--- config.mk ---
export PLATFORM = sky130hd
export DESIGN_NAME = fetch_stage
export DESIGN_NICKNAME = d
export VERILOG_FILES = /design/src/rtl/pipe_pkg.sv /design/src/rtl/pc_unit.sv /design/src/rtl/fetch_stage.sv
export SDC_FILE = /design/constraint.sdc
export NUM_CORES = 1
export LEC_CHECK = 0
export ABC_AREA = 0
export CAP_MARGIN = 25
export CELL_PAD_IN_SITES_DETAIL_PLACEMENT = 1
export CELL_PAD_IN_SITES_GLOBAL_PLACEMENT = 1
export CORE_MARGIN = 8
export CORE_UTILIZATION = 33
export CTS_CLUSTER_SIZE = 10
export DETAILED_ROUTE_END_ITERATION = 10
export PLACE_DENSITY = 0.81
export SETUP_SLACK_MARGIN = 0.05
export SYNTH_ARGS = -nofsm -noshare
export SYNTH_HDL_FRONTEND = slang
export SYNTH_HIERARCHICAL = 1
export SYNTH_SLANG_ARGS = --single-unit
export TNS_END_PERCENT = 50
--- constraint.sdc ---
create_clock -name clk -period 2 [get_ports clk]
set_clock_uncertainty 0.2 [all_clocks]
set_input_delay 0.4 -clock clk [delete_from_list [all_inputs] [get_ports clk]]
set_output_delay 0.4 -clock clk [all_outputs]
set_load 0.03 [all_outputs]
--- src/rtl/pipe_pkg.sv ---
// Shared pipeline definitions: instruction field bounds, special opcodes and
// the fetch-stage state encoding. The control decoder imports the same constants.
package pipe_pkg;

    localparam int INSTR_W = 16;

    localparam int OP_MSB  = 15;
    localparam int OP_LSB  = 12;
    localparam int FUN_MSB = 3;
    localparam int FUN_LSB = 0;

    localparam logic [3:0]         OP_HALT   = 4'b1111;
    localparam logic [INSTR_W-1:0] NOP_INSTR = 16'h0000;

    typedef enum logic [0:0] {
        RUN    = 1'b0,
        HALTED = 1'b1
    } fetch_state_e;

endpackage

--- src/rtl/pc_unit.sv ---
// Program counter with its +2 incrementer and next-PC selection.
// Redirect beats stall, and stall beats a halt hold.
module pc_unit #(
    parameter int unsigned       PC_W     = 16,
    parameter logic [PC_W-1:0]   RESET_PC = '0
) (
    input  logic            clk,
    input  logic            rst,
    input  logic            pc_src,
    input  logic            stall,
    input  logic            hold,
    input  logic [PC_W-1:0] branch_target,
    output logic [PC_W-1:0] pc,
    output logic [PC_W-1:0] pc_plus2
);

    logic [PC_W-1:0] pc_q;
    logic [PC_W-1:0] pc_d;

    // The increment wraps naturally at the top of the address space.
    assign pc_plus2 = pc_q + PC_W'(2);
    assign pc       = pc_q;

    always_comb begin
        pc_d = pc_plus2;
        if (pc_src) begin
            pc_d = branch_target;
        end else if (stall || hold) begin
            pc_d = pc_q;
        end
    end

    always_ff @(posedge clk) begin
        if (rst) begin
            pc_q <= RESET_PC;
        end else begin
            pc_q <= pc_d;
        end
    end

endmodule

--- src/rtl/fetch_stage.sv ---
// Instruction fetch and IF/ID register: stalls, redirect flushes, HALT freeze,
// and a saturating count of instructions latched valid into IF/ID.
module fetch_stage
    import pipe_pkg::*;
#(
    parameter int unsigned     PC_W     = 16,
    parameter logic [PC_W-1:0] RESET_PC = '0,
    parameter int unsigned     CNT_W    = 16
) (
    input  logic                clk,
    input  logic                rst,
    output logic [PC_W-1:0]     imem_addr,
    input  logic [INSTR_W-1:0]  imem_data,
    input  logic                stall,
    input  logic                pc_src,
    input  logic [PC_W-1:0]     branch_target,
    output logic [INSTR_W-1:0]  if_id_instr,
    output logic [PC_W-1:0]     if_id_pc_plus2,
    output logic                if_id_valid,
    output logic [3:0]          op_code,
    output logic [3:0]          fun_code,
    output logic                halted,
    output logic [CNT_W-1:0]    fetch_count
);

    fetch_state_e        state_q, state_d;
    logic [INSTR_W-1:0]  instr_q, instr_d;
    logic [PC_W-1:0]     pc2_q, pc2_d;
    logic                valid_q, valid_d;
    logic [CNT_W-1:0]    cnt_q, cnt_d;

    logic [PC_W-1:0]     pc;
    logic [PC_W-1:0]     pc_plus2;
    logic                is_halt_op;
    logic                pc_hold;

    assign is_halt_op = (imem_data[OP_MSB:OP_LSB] == OP_HALT);
    // The PC freezes both once halted and on the edge the HALT itself is latched.
    assign pc_hold    = (state_q == HALTED) || is_halt_op;

    pc_unit #(
        .PC_W     (PC_W),
        .RESET_PC (RESET_PC)
    ) u_pc_unit (
        .clk           (clk),
        .rst           (rst),
        .pc_src        (pc_src),
        .stall         (stall),
        .hold          (pc_hold),
        .branch_target (branch_target),
        .pc            (pc),
        .pc_plus2      (pc_plus2)
    );

    always_comb begin
        state_d = state_q;
        instr_d = instr_q;
        pc2_d   = pc2_q;
        valid_d = valid_q;
        cnt_d   = cnt_q;
        if (pc_src) begin
            instr_d = NOP_INSTR;
            valid_d = 1'b0;
            state_d = RUN;
        end else if (!stall) begin
            case (state_q)
                RUN: begin
                    instr_d = imem_data;
                    pc2_d   = pc_plus2;
                    valid_d = 1'b1;
                    cnt_d   = (cnt_q == '1) ? cnt_q : cnt_q + CNT_W'(1);
                    if (is_halt_op) begin
                        state_d = HALTED;
                    end
                end
                HALTED: begin
                    state_d = HALTED;
                end
                default: begin
                    state_d = RUN;
                end
            endcase
        end
    end

    always_ff @(posedge clk) begin
        if (rst) begin
            state_q <= RUN;
            instr_q <= NOP_INSTR;
            pc2_q   <= '0;
            valid_q <= 1'b0;
            cnt_q   <= '0;
        end else begin
            state_q <= state_d;
            instr_q <= instr_d;
            pc2_q   <= pc2_d;
            valid_q <= valid_d;
            cnt_q   <= cnt_d;
        end
    end

    assign imem_addr      = pc;
    assign if_id_instr    = instr_q;
    assign if_id_pc_plus2 = pc2_q;
    assign if_id_valid    = valid_q;
    assign op_code        = instr_q[OP_MSB:OP_LSB];
    assign fun_code       = instr_q[FUN_MSB:FUN_LSB];
    assign halted         = (state_q == HALTED);
    assign fetch_count    = cnt_q;

endmodule

## Yosys cells after proc, flatten, opt, wreduce, memory -nomap -nowiden

Cells that the tools add are included.

- Register bits: 66
- Bits of input ports: 36
- Output and inout bits: 74
- Logic and storage cells: 25

- $add $sub $neg: 2
- Eq/ne operators: 3
- Mux-type cells: 4
- Bitwise operators: 4
- Reductions and logical operators: 6

Operators by type and width:

| kind | number |
|---|---|
| $mux 16 | 2 |
| $add 16x1->16 const B | 1 |
| $add 16x2->16 const B | 1 |
| $eq 16x16->1 const B | 1 |
| $eq 4x4->1 const B | 1 |
| $not 1->1 | 4 |
| $reduce_and 4->1 | 1 |
| $reduce_and 3->1 | 1 |
| $logic_or 1x1->1 | 2 |
| $ne 2x2->1 const B | 1 |
| $pmux 1 s2 | 1 |
| $reduce_and 2->1 | 1 |
| $reduce_or 2->1 | 1 |
| $mux 1 | 1 |

## Logic depth before layout (Yosys ltp)

- Depth in word-level cells: 5
- Depth in mapped cells: 8
- Depth with buffers taken out: 7

## Hierarchy

Netlist, hierarchy kept.

By module, submodules not included:

| module | instances | cells an instance | area an instance (um^2) | seq. area each (um^2) |
|---|---|---|---|---|
| fetch_stage | 1 | 259 | 2,138.3 | 1,001.0 |
| pc_unit | 1 | 141 | 1,168.6 | 320.3 |

## Least setup slack after synthesis

Ideal clock, no wire load.

- Path type: register -> register
- Start: register u_pc_unit.pc_q[1] (netlist: u_pc_unit/pc[1])
- End: register pc2_q[11] (netlist: if_id_pc_plus2[11])
- Library setup time: 70 ps
- Data arrival time: 1,754 ps
- Data required time: 1,730 ps
- Setup slack: -24 ps
- Stages on the path, launching flop included: 8
- Buffers on the path: 1
- Period minus slack after synthesis: 2,024 ps
- Cell sequence: dfxtp_1 > ha_1 > nand3_1 > buf_2 > nor3_1 > xor2_1 > nand2_1 > a21oi_1

- Word-level cells in the longest chain between the ends: 1

RTL lines:

| element | line | source |
|---|---|---|
| start: declaration | pc_unit.sv:17 | `logic [PC_W-1:0] pc_q;` |
| start signal: assignment | pc_unit.sv:37 | `pc_q <= pc_d;` |
| $add 16x2->16 | pc_unit.sv:21 | `assign pc_plus2 = pc_q + PC_W'(2);` |
| named net pc_plus2[11] | fetch_stage.sv:33 | `logic [PC_W-1:0] pc_plus2;` |
| end signal: assignment | fetch_stage.sv:96 | `pc2_q <= pc2_d;` |
| end: declaration | fetch_stage.sv:28 | `logic [PC_W-1:0] pc2_q, pc2_d;` |

The timed path passes the listed nets, and every way through them passes these cells.
A chain may end at the register's enable or synchronous reset.

## Worst setup path in the final report

- Start: register cnt_q[13] (netlist: fetch_count[13])
- End: register cnt_q[0] (netlist: fetch_count[0])

- Word-level cells in the longest chain between the ends: 3

RTL lines:

| element | line | source |
|---|---|---|
| start: declaration | fetch_stage.sv:30 | `logic [CNT_W-1:0] cnt_q, cnt_d;` |
| start signal: assignment | fetch_stage.sv:98 | `cnt_q <= cnt_d;` |
| $eq 16x16->1 | fetch_stage.sv:71 | `cnt_d = (cnt_q == '1) ? cnt_q : cnt_q + CNT_W'(1);` |
| $not 1->1 (no line) | - |  |
| $reduce_and 4->1 (no line) | - |  |

Every way passes these cells.

==> impl_metrics.yaml <==
die:
  fp.dieW_um: 116.1
  core_um2: 9774
  die_h_um: 116.1
  die-area_um2: 13480
  start_util: 0.3383
  ios: 110
  core.rowCount: 36
power:
  switching_share: 0.2768
  internal_power_mw: 2.256
  power_density_nw_per_um2: 634.9
  p_switching_mw: 0.8635
  vdd_drop_max_v: 0.0003641
  p_total_mw: 3.120
  p_comb_frac: 0.168
  p_clk_frac: 0.379
  power_leakage_nw: 2.276
  pwr-share-seq: 0.454
cts:
  cts_tree: "built"
  worstSkewPairLatency_ns: 0.35
  cts_max_path_buffers: 2
  h-tree-depth: 3
  clk_pin_slew_ns: 0.07
  clock-root-buffer: "clkbuf_8"
  cts_buffers: 9
  ctsHoldBuffers: 0
  cts_sinks: 66
timing:
  finalWorstSetupSlack_ns: 0.08490
  period_minus_slack_ns: 1.915
  tns_ns: 0
  whs_ns: 0.1565
  slew_headroom: 0.7357
  period_share: 0.9575
  finalSetupViolations: 0
  rsz0062_at_grt: "yes"
  max_freq_ghz: 0.5222
  worstMarginPinSlew_ns: 0.3952
  report.final.slew_viol_count: 0
  hold_violations: 0
run:
  maxCapViolCount: 0
grt:
  grt_overflow: 0
  grtUsageTotal: 0.1669
  antenna_found_initial: 0
  grt_max_degree: 33
  grt_pass1_wl_um: 17660
  grt_pass1_vias: 3421
critical_path:
  required_ns: 2.03
  startpoint: "fetch_count[13]$_SDFFE_PP0P_"
  worstPathCellList: "nand4_1 > nor2_4 > a21oi_1 > mux2_1"
  cpLargestDelayFamily: "simple AND/OR/NAND/NOR gates"
  path_class: "reg2reg"
  cpPeakStageDelay_ns: 0.41
  rr_worst_depth: 4
  worstSetupStartpointType: "register"
  worstPathArrival_ns: 1.94
  ff2ff_setup_slack_ns: 0.08
  reg2reg_to: "fetch_count[0]$_SDFFE_PP0P_"
  cpMaxStageDelayCell: "dfxtp_1"
  reg2reg_from: "fetch_count[13]$_SDFFE_PP0P_"
  cp_max_fo: 8
  end_kind: "register"
  critical_path_buf_inv_count: 0
yosys:
  syn_avg_cell_area_um2: 8.267
  syn_area_um2: 3307
  synth_ff_type: "dfxtp_1"
  synthCells: 400
  synth-seq-area-share: 0.3995
  synth_top_area_cell: "dfxtp_1"
  synth_seq_cells: 66
  synth_nets: 438
  synth_common_cells: "74 x nand2_1, 66 x dfxtp_1, 50 x a21oi_1"
  yosys-top-cells-area: "dfxtp_1 40%, nand2_1 8.4%, a21oi_1 7.6%, xor2_1 3.7%, mux2_1 3.4%"
  async_flop_share: 0
  yosys_warnings: 6
  synth_most_common_cell: "nand2_1"
  ys_types: 45
  synth_edf_count: 0
  yosysTopAreaCellShare: 0.3995
hold_path:
  hold_path_class: "in2reg"
  hold_depth: 3
  min_to: "if_id_instr[15]$_SDFFE_PP0P_"
  min_from: "imem_data[15]"
status:
  status: "finished clean"
final_layout:
  regArea_um2: 1334
  layout-drive-gt1-share: 0.1702
  multi_input_area_um2: 1889
  nFillCells: 1188
  diodes: 0
  syn_to_final_growth_pct: 48.58
  fin_nets: 557
  layout.core_utilization: 0.5027
place:
  dp_hpwl_um: 8056
  detailedPlace.worstSlack_ns: -0.4806
  io_buffers: 109
  place_congestion: 0.8028
detailed_routing:
  ant_nets: 0
  drcViolationCount: 0
  first_pass_iters: 4
  num_vias: 3252
  avgRoutedWirePerCell_um: 16.78
  wirelength_um: 11010
  drt_iter0_markers: 104
  avgViaCountPerCell: 4.957
[logic make-up (layout without fill, tap and decap cells)]
| logic type | count (synthesis) | in the layout | share of synthesized area |
|---|---|---|---|
| AOI/OAI and AO/OA | 76 | 76 | 0.1426 |
| DFF | 66 | 66 | 0.3995 |
| buffers and inverters | 48 | 171 | 0.06659 |
| and+or+nand+nor | 169 | 169 | 0.2705 |
| muxes | 15 | 15 | 0.04957 |
| adders and majority gates | 2 | 2 | 0.007566 |
| xor gates and xnor gates | 24 | 24 | 0.06356 |
[metal layers]
layer,GRT usage,share of wire
met5,0,0
met4,0.06223,0.015
met3,0.04343,0.051
met2,0.2971,0.51
met1,0.1868,0.42
[per-stage QoR]
| step | instance area (µm²) | instances |
|---|---|---|
| 2_1_floorplan | 3316 | 400 |
| 3_3_place_gp | 4658 | 640 |
| 3_5_place_dp | 4658 | 640 |
| 4_1_cts | 4823 | 655 |
| 5_1_grt | 4913 | 656 |
| 6_report | 4913 | 656 |
[placed cells by master (no fill, tap or decap), types with 10 or more instances in the layout]
cell / synthesis / layout
a21oi_1: 50 / 50
buf_4: 9 / 28
clkbuf_8: 0 / 12
clkdlybuf4s50_1: 0 / 28
dfxtp_1: 66 / 56
dfxtp_2: 0 / 10
dlygate4sd2_1: 0 / 74
inv_1: 15 / 15
mux2_1: 10 / 10
nand2_1: 74 / 74
nand3_1: 10 / 10
nor2_1: 23 / 21
nor2b_1: 12 / 12
o21a_1: 10 / 10
xnor2_1: 10 / 10
xor2_1: 14 / 14
[worst max path at each step]
stage | end | slack (ns) | cells after the start
3_5_place_dp | u_pc_unit/pc[8]$_SDFFE_PP0P_ | -0.48 | 7
2_1_floorplan | fetch_count[9]$_SDFFE_PP0P_ | 0.03 | 5
3_3_place_gp | fetch_count[9]$_SDFFE_PP0P_ | -0.42 | 6
4_1_cts | u_pc_unit/pc[11]$_SDFFE_PP0P_ | 0.04 | 7
5_1_grt | fetch_count[0]$_SDFFE_PP0P_ | 0.02 | 4
6_report | fetch_count[0]$_SDFFE_PP0P_ | 0.08 | 4
[power by group through the flow]
stage	Clock, mW	Combinational [mW]	Sequential (mW)
final	1.18	0.523	1.42
after global routing	1.27	0.566	1.42
after CTS	1.21	0.526	1.41
after detailed placement	0	0.552	1.45
after global placement	0	0.540	1.44
after floorplan	0	0.191	1.53
[area by class of cell]
class | instances | share of cell area
clock buffer | 13 | 0.03438
clock inverter | 2 | 0.007130
multi-input combinational | 286 | 0.3845
timing repair buffer | 140 | 0.2564
inverter | 16 | 0.01222
sequential | 66 | 0.2715
tap | 133 | 0.03387
[worst min-delay path, cell delays in order]
cell,delay (ns)
dlymetal6s2s_1,0.14
nand2_1,0.06
a21oi_1,0.05
[sequential cells by signal, summed over array words and instances (netlist names)]
| register | count |
|---|---|
| fetch_count | 16 |
| if_id_pc_plus2 | 16 |
| u_pc_unit/pc | 16 |
| halted | 1 |
| if_id_valid | 1 |
| if_id_instr | 16 |
[timing repair]
item / in CTS / in global routing
pin swaps: 3 / 6
setup endpoints to repair: 93 / 26
gates resized for setup: 86 / 26
buffers inserted: 0 / 1
Power figures use the tool's default switching activity.
==> variant 1 (same settings) <==
`PC_W` is set to 16 in 2 places; all go to 20.
--- a/src/rtl/pc_unit.sv
+++ b/src/rtl/pc_unit.sv
@@ -2,5 +2,5 @@
 // Redirect beats stall, and stall beats a halt hold.
 module pc_unit #(
-    parameter int unsigned       PC_W     = 16,
+    parameter int unsigned       PC_W     = 20,
     parameter logic [PC_W-1:0]   RESET_PC = '0
 ) (
--- a/src/rtl/fetch_stage.sv
+++ b/src/rtl/fetch_stage.sv
@@ -4,5 +4,5 @@
     import pipe_pkg::*;
 #(
-    parameter int unsigned     PC_W     = 16,
+    parameter int unsigned     PC_W     = 20,
     parameter logic [PC_W-1:0] RESET_PC = '0,
     parameter int unsigned     CNT_W    = 16
Interface: changed (resized branch_target, if_id_pc_plus2 and imem_addr); port bits go from 110 to 122. The function was not compared with the original's and may differ.
==> variant 1 against the unedited design <==
Combinational power grew 20%; setup slack lost 0.20 ns; the flow now finishes with violations (negative setup slack); area after synthesis grew 11%; routed wire length grew 29%; cell area grew 14%; sequential cell count grew 8; fmax shrank 9.6%; critical endpoint is now if_id_pc_plus2[19]; total power grew 9.2%.
==> variant 1: results <==
export IMPL_multiInputCombCellCount=327
export IMPL_cts_resized_gates=100
export IMPL_drive_gt1_share_pct=19.35
export IMPL_regArea_um2=1505
export IMPL_violations="negative setup slack"
export IMPL_synth_common_cells="84 x nand2_1, 74 x dfxtp_1, 63 x a21oi_1"
export IMPL_grt_met3_usage_pct=4.905
export IMPL_min_from="rst"
export IMPL_non_clock_inverter_count=21
export IMPL_nClkBuffers=14
export IMPL_holdPathStages=2
export IMPL_setup_slack_ns=-0.1196
export IMPL_syn_num_nets=501
export IMPL_setup_viol=5
export IMPL_buffers=177
export IMPL_routabilityCongestion=0.8486
export IMPL_dp_cells=733
export IMPL_route_met2_wl_um=7113
export IMPL_p_leak_uw=0.002486
export IMPL_wl_met3_um=813
export IMPL_grt_pass1_vias=4162
export IMPL_port_buffers=121
export IMPL_fillers=1271
export IMPL_status="finished, violations left"
export IMPL_ff2ff_path_depth=7
export IMPL_use_met1_pct=20.84
export IMPL_min_to="if_id_pc_plus2[19]"
-- variant 1: power by group through the flow --
| stage | combinational [µW] | clock (µW) | sequential [µW] |
|---|---|---|---|
| after floorplan | 225 | 0 | 1720 |
| after global placement | 640 | 0 | 1610 |
| after detailed placement | 653 | 0 | 1610 |
| after CTS | 616 | 1230 | 1580 |
| after global routing | 674 | 1280 | 1580 |
| final | 630 | 1200 | 1580 |
-- variant 1: worst max-delay path, stage by stage (launching register included) --
cell	delay [ns]
dfxtp_2	0.37
nand4_4	0.14
or4_4	0.58
buf_6	0.17
nor3_4	0.15
xor2_1	0.25
nand2_1	0.08
a21oi_1	0.12
-- variant 1: cells by family (layout without fill, tap and decap cells) --
group	count (synthesis)	count (layout)	synth area share [%]
buffers and inverters	59	214	7.352
adders and majority gates	2	2	0.6806
and+or+nand+nor	187	188	26.28
DFF	74	74	40.30
AOI/OAI and AO/OA	102	102	16.81
muxes	6	6	1.668
xor gates and xnor gates	29	29	6.910
==> variant 2 (same flow settings) <==
Made on the original files. Add an input register stage for `branch_target`, without a reset; this delays it by one clock. The other inputs are not delayed to match.
--- a/src/rtl/fetch_stage.sv
+++ b/src/rtl/fetch_stage.sv
@@ -24,4 +24,10 @@
 );
 
+    logic [PC_W-1:0] branch_target_q;
+
+    always_ff @(posedge clk) begin
+        branch_target_q <= branch_target;
+    end
+
     fetch_state_e        state_q, state_d;
     logic [INSTR_W-1:0]  instr_q, instr_d;
@@ -48,5 +54,5 @@
         .stall         (stall),
         .hold          (pc_hold),
-        .branch_target (branch_target),
+        .branch_target (branch_target_q),
         .pc            (pc),
         .pc_plus2      (pc_plus2)
Behaviour: not the same (a bounded check fails within 4 cycles, from zero or initial values and one cycle with rst high).
==> variant 2 against the unedited design <==
Area after synthesis rose by 7.0%; total power is 17% higher; sequential cell count is 16 higher; critical path depth up 2; die area increased by 6.0%; combinational power grew 1%; routed wire length increased by 5.3%; cell area increased by 5.2%; setup slack gained 0.0048 ns; core utilization down 1.7 points; fmax grew 0.25%; count of clock-buffer cells in the layout fell by 3; critical endpoint is now u_pc_unit/pc[7].
==> variant 2: results <==
export IMPL_status="complete, no violations"
export IMPL_fin_cells=678
export IMPL_hpwl_um=8206
export IMPL_min_from="imem_data[13]"
export IMPL_fin_nets=571
export IMPL_r2r_end="u_pc_unit/pc[7]"
export IMPL_place_ws_ns=-0.4501
export IMPL_fillers=1270
export IMPL_ctsHtreeMaxLevel=3
export IMPL_viasPerCell=5.012
export IMPL_routabilityCongestion=0.8416
export IMPL_reg2reg_from="halted"
export IMPL_ff2ff_path_depth=6
export IMPL_cp_max_fo=7
export IMPL_setup_slack_ns=0.08971
export IMPL_drive_gt1_share_pct=15.80
export IMPL_drtIter0Drc=136
export IMPL_synth_distinct_cells=44
export IMPL_place_area_um2=4905
export IMPL_hold_ws_ns=0.2456
export IMPL_clkTransAtPathRegs_ns=0.09
export IMPL_synth_area_leaders="dfxtp_1 46%, nand2_1 8.1%, a21oi_1 7.6%"
export IMPL_min_to="if_id_instr[13]"
export IMPL_track_usage_pct=15.74
export IMPL_yosysSeqAreaShare_pct=46.39
export IMPL_grt_max_degree=32
export IMPL_synth_common_cells="82 x dfxtp_1, 76 x nand2_1, 54 x a21oi_1"
export IMPL_max_slew_margin_pct=72.20
export IMPL_antenna_found_initial=1
export IMPL_critical_path_arrival_ns=1.97
export IMPL_ys_flop_type="dfxtp_1"
export IMPL_syn_num_nets=450
export IMPL_grt_pass1_wl_um=18460
export IMPL_diodes=0
export IMPL_syn_area_per_cell_um2=8.588
export IMPL_max_vdd_ir_drop_uv=442.3
export IMPL_grt_pass1_vias=3631
export IMPL_total_power_uw=3654
export IMPL_wl_per_cell_um=17.09
==> variant 2: cell count changes in the layout (fill, tap and decap cells not counted), sizes merged, moves of 6 or more <==
cell | before | now
o21ai | 1 | 7
dfxtp | 66 | 82
nor2 | 24 | 14
mux2 | 11 | 2
nor2b | 12 | 4
or3 | 1 | 7
==> variant 2: worst max-delay path, stage by stage (launching register included) <==
cell	delay, ns
dfxtp_2	0.37
a41o_1	0.29
or2_4	0.28
bufbuf_16	0.28
nor3_4	0.13
xor2_1	0.10
o21a_1	0.17
==> variant 2: cell families after synthesis <==
kind of cell | count (synthesis) | synth area share [%]
buffers and inverters | 47 | 6.153
xor gates and xnor gates | 25 | 6.188
and+or+nand+nor | 166 | 24.75
AOI/OAI and AO/OA | 85 | 14.32
muxes | 5 | 1.485
adders and majority gates | 2 | 0.7071
DFF | 82 | 46.39
==> variant 2: timing repair <==
action | CTS | global route
resized for setup | 85 | 21
setup endpoints to repair | 89 | 29
pin swaps | 4 | 1
setup buffers | 0 | 1
cloned | 1 | 0
==> variant 2: layout make-up <==
class,instances,area (µm²),area share [%]
Tap cell,140,175.2,3.387
Timing Repair Buffer,143,1295,25.04
Sequential cell,82,1650,31.91
Clock inverter,6,88.84,1.718
Inverter,14,52.55,1.016
Clock buffer,10,137.6,2.662
Multi-Input combinational cell,283,1772,34.26
==> variant 2: metal layers <==
layer	global-route usage [%]	wire, µm	vias up
li1	-	-	1652
met1	17.74	5001	1637
met4	5.699	149	2
met2	27.77	5803	92
met3	4.415	626	15
met5	0	8	-
==> variant 2: power by group <==
group          internal, µW  switching [µW]  total, µW
clock network           739             632       1370
registers              1700            57.9       1750
logic                   227             301        528
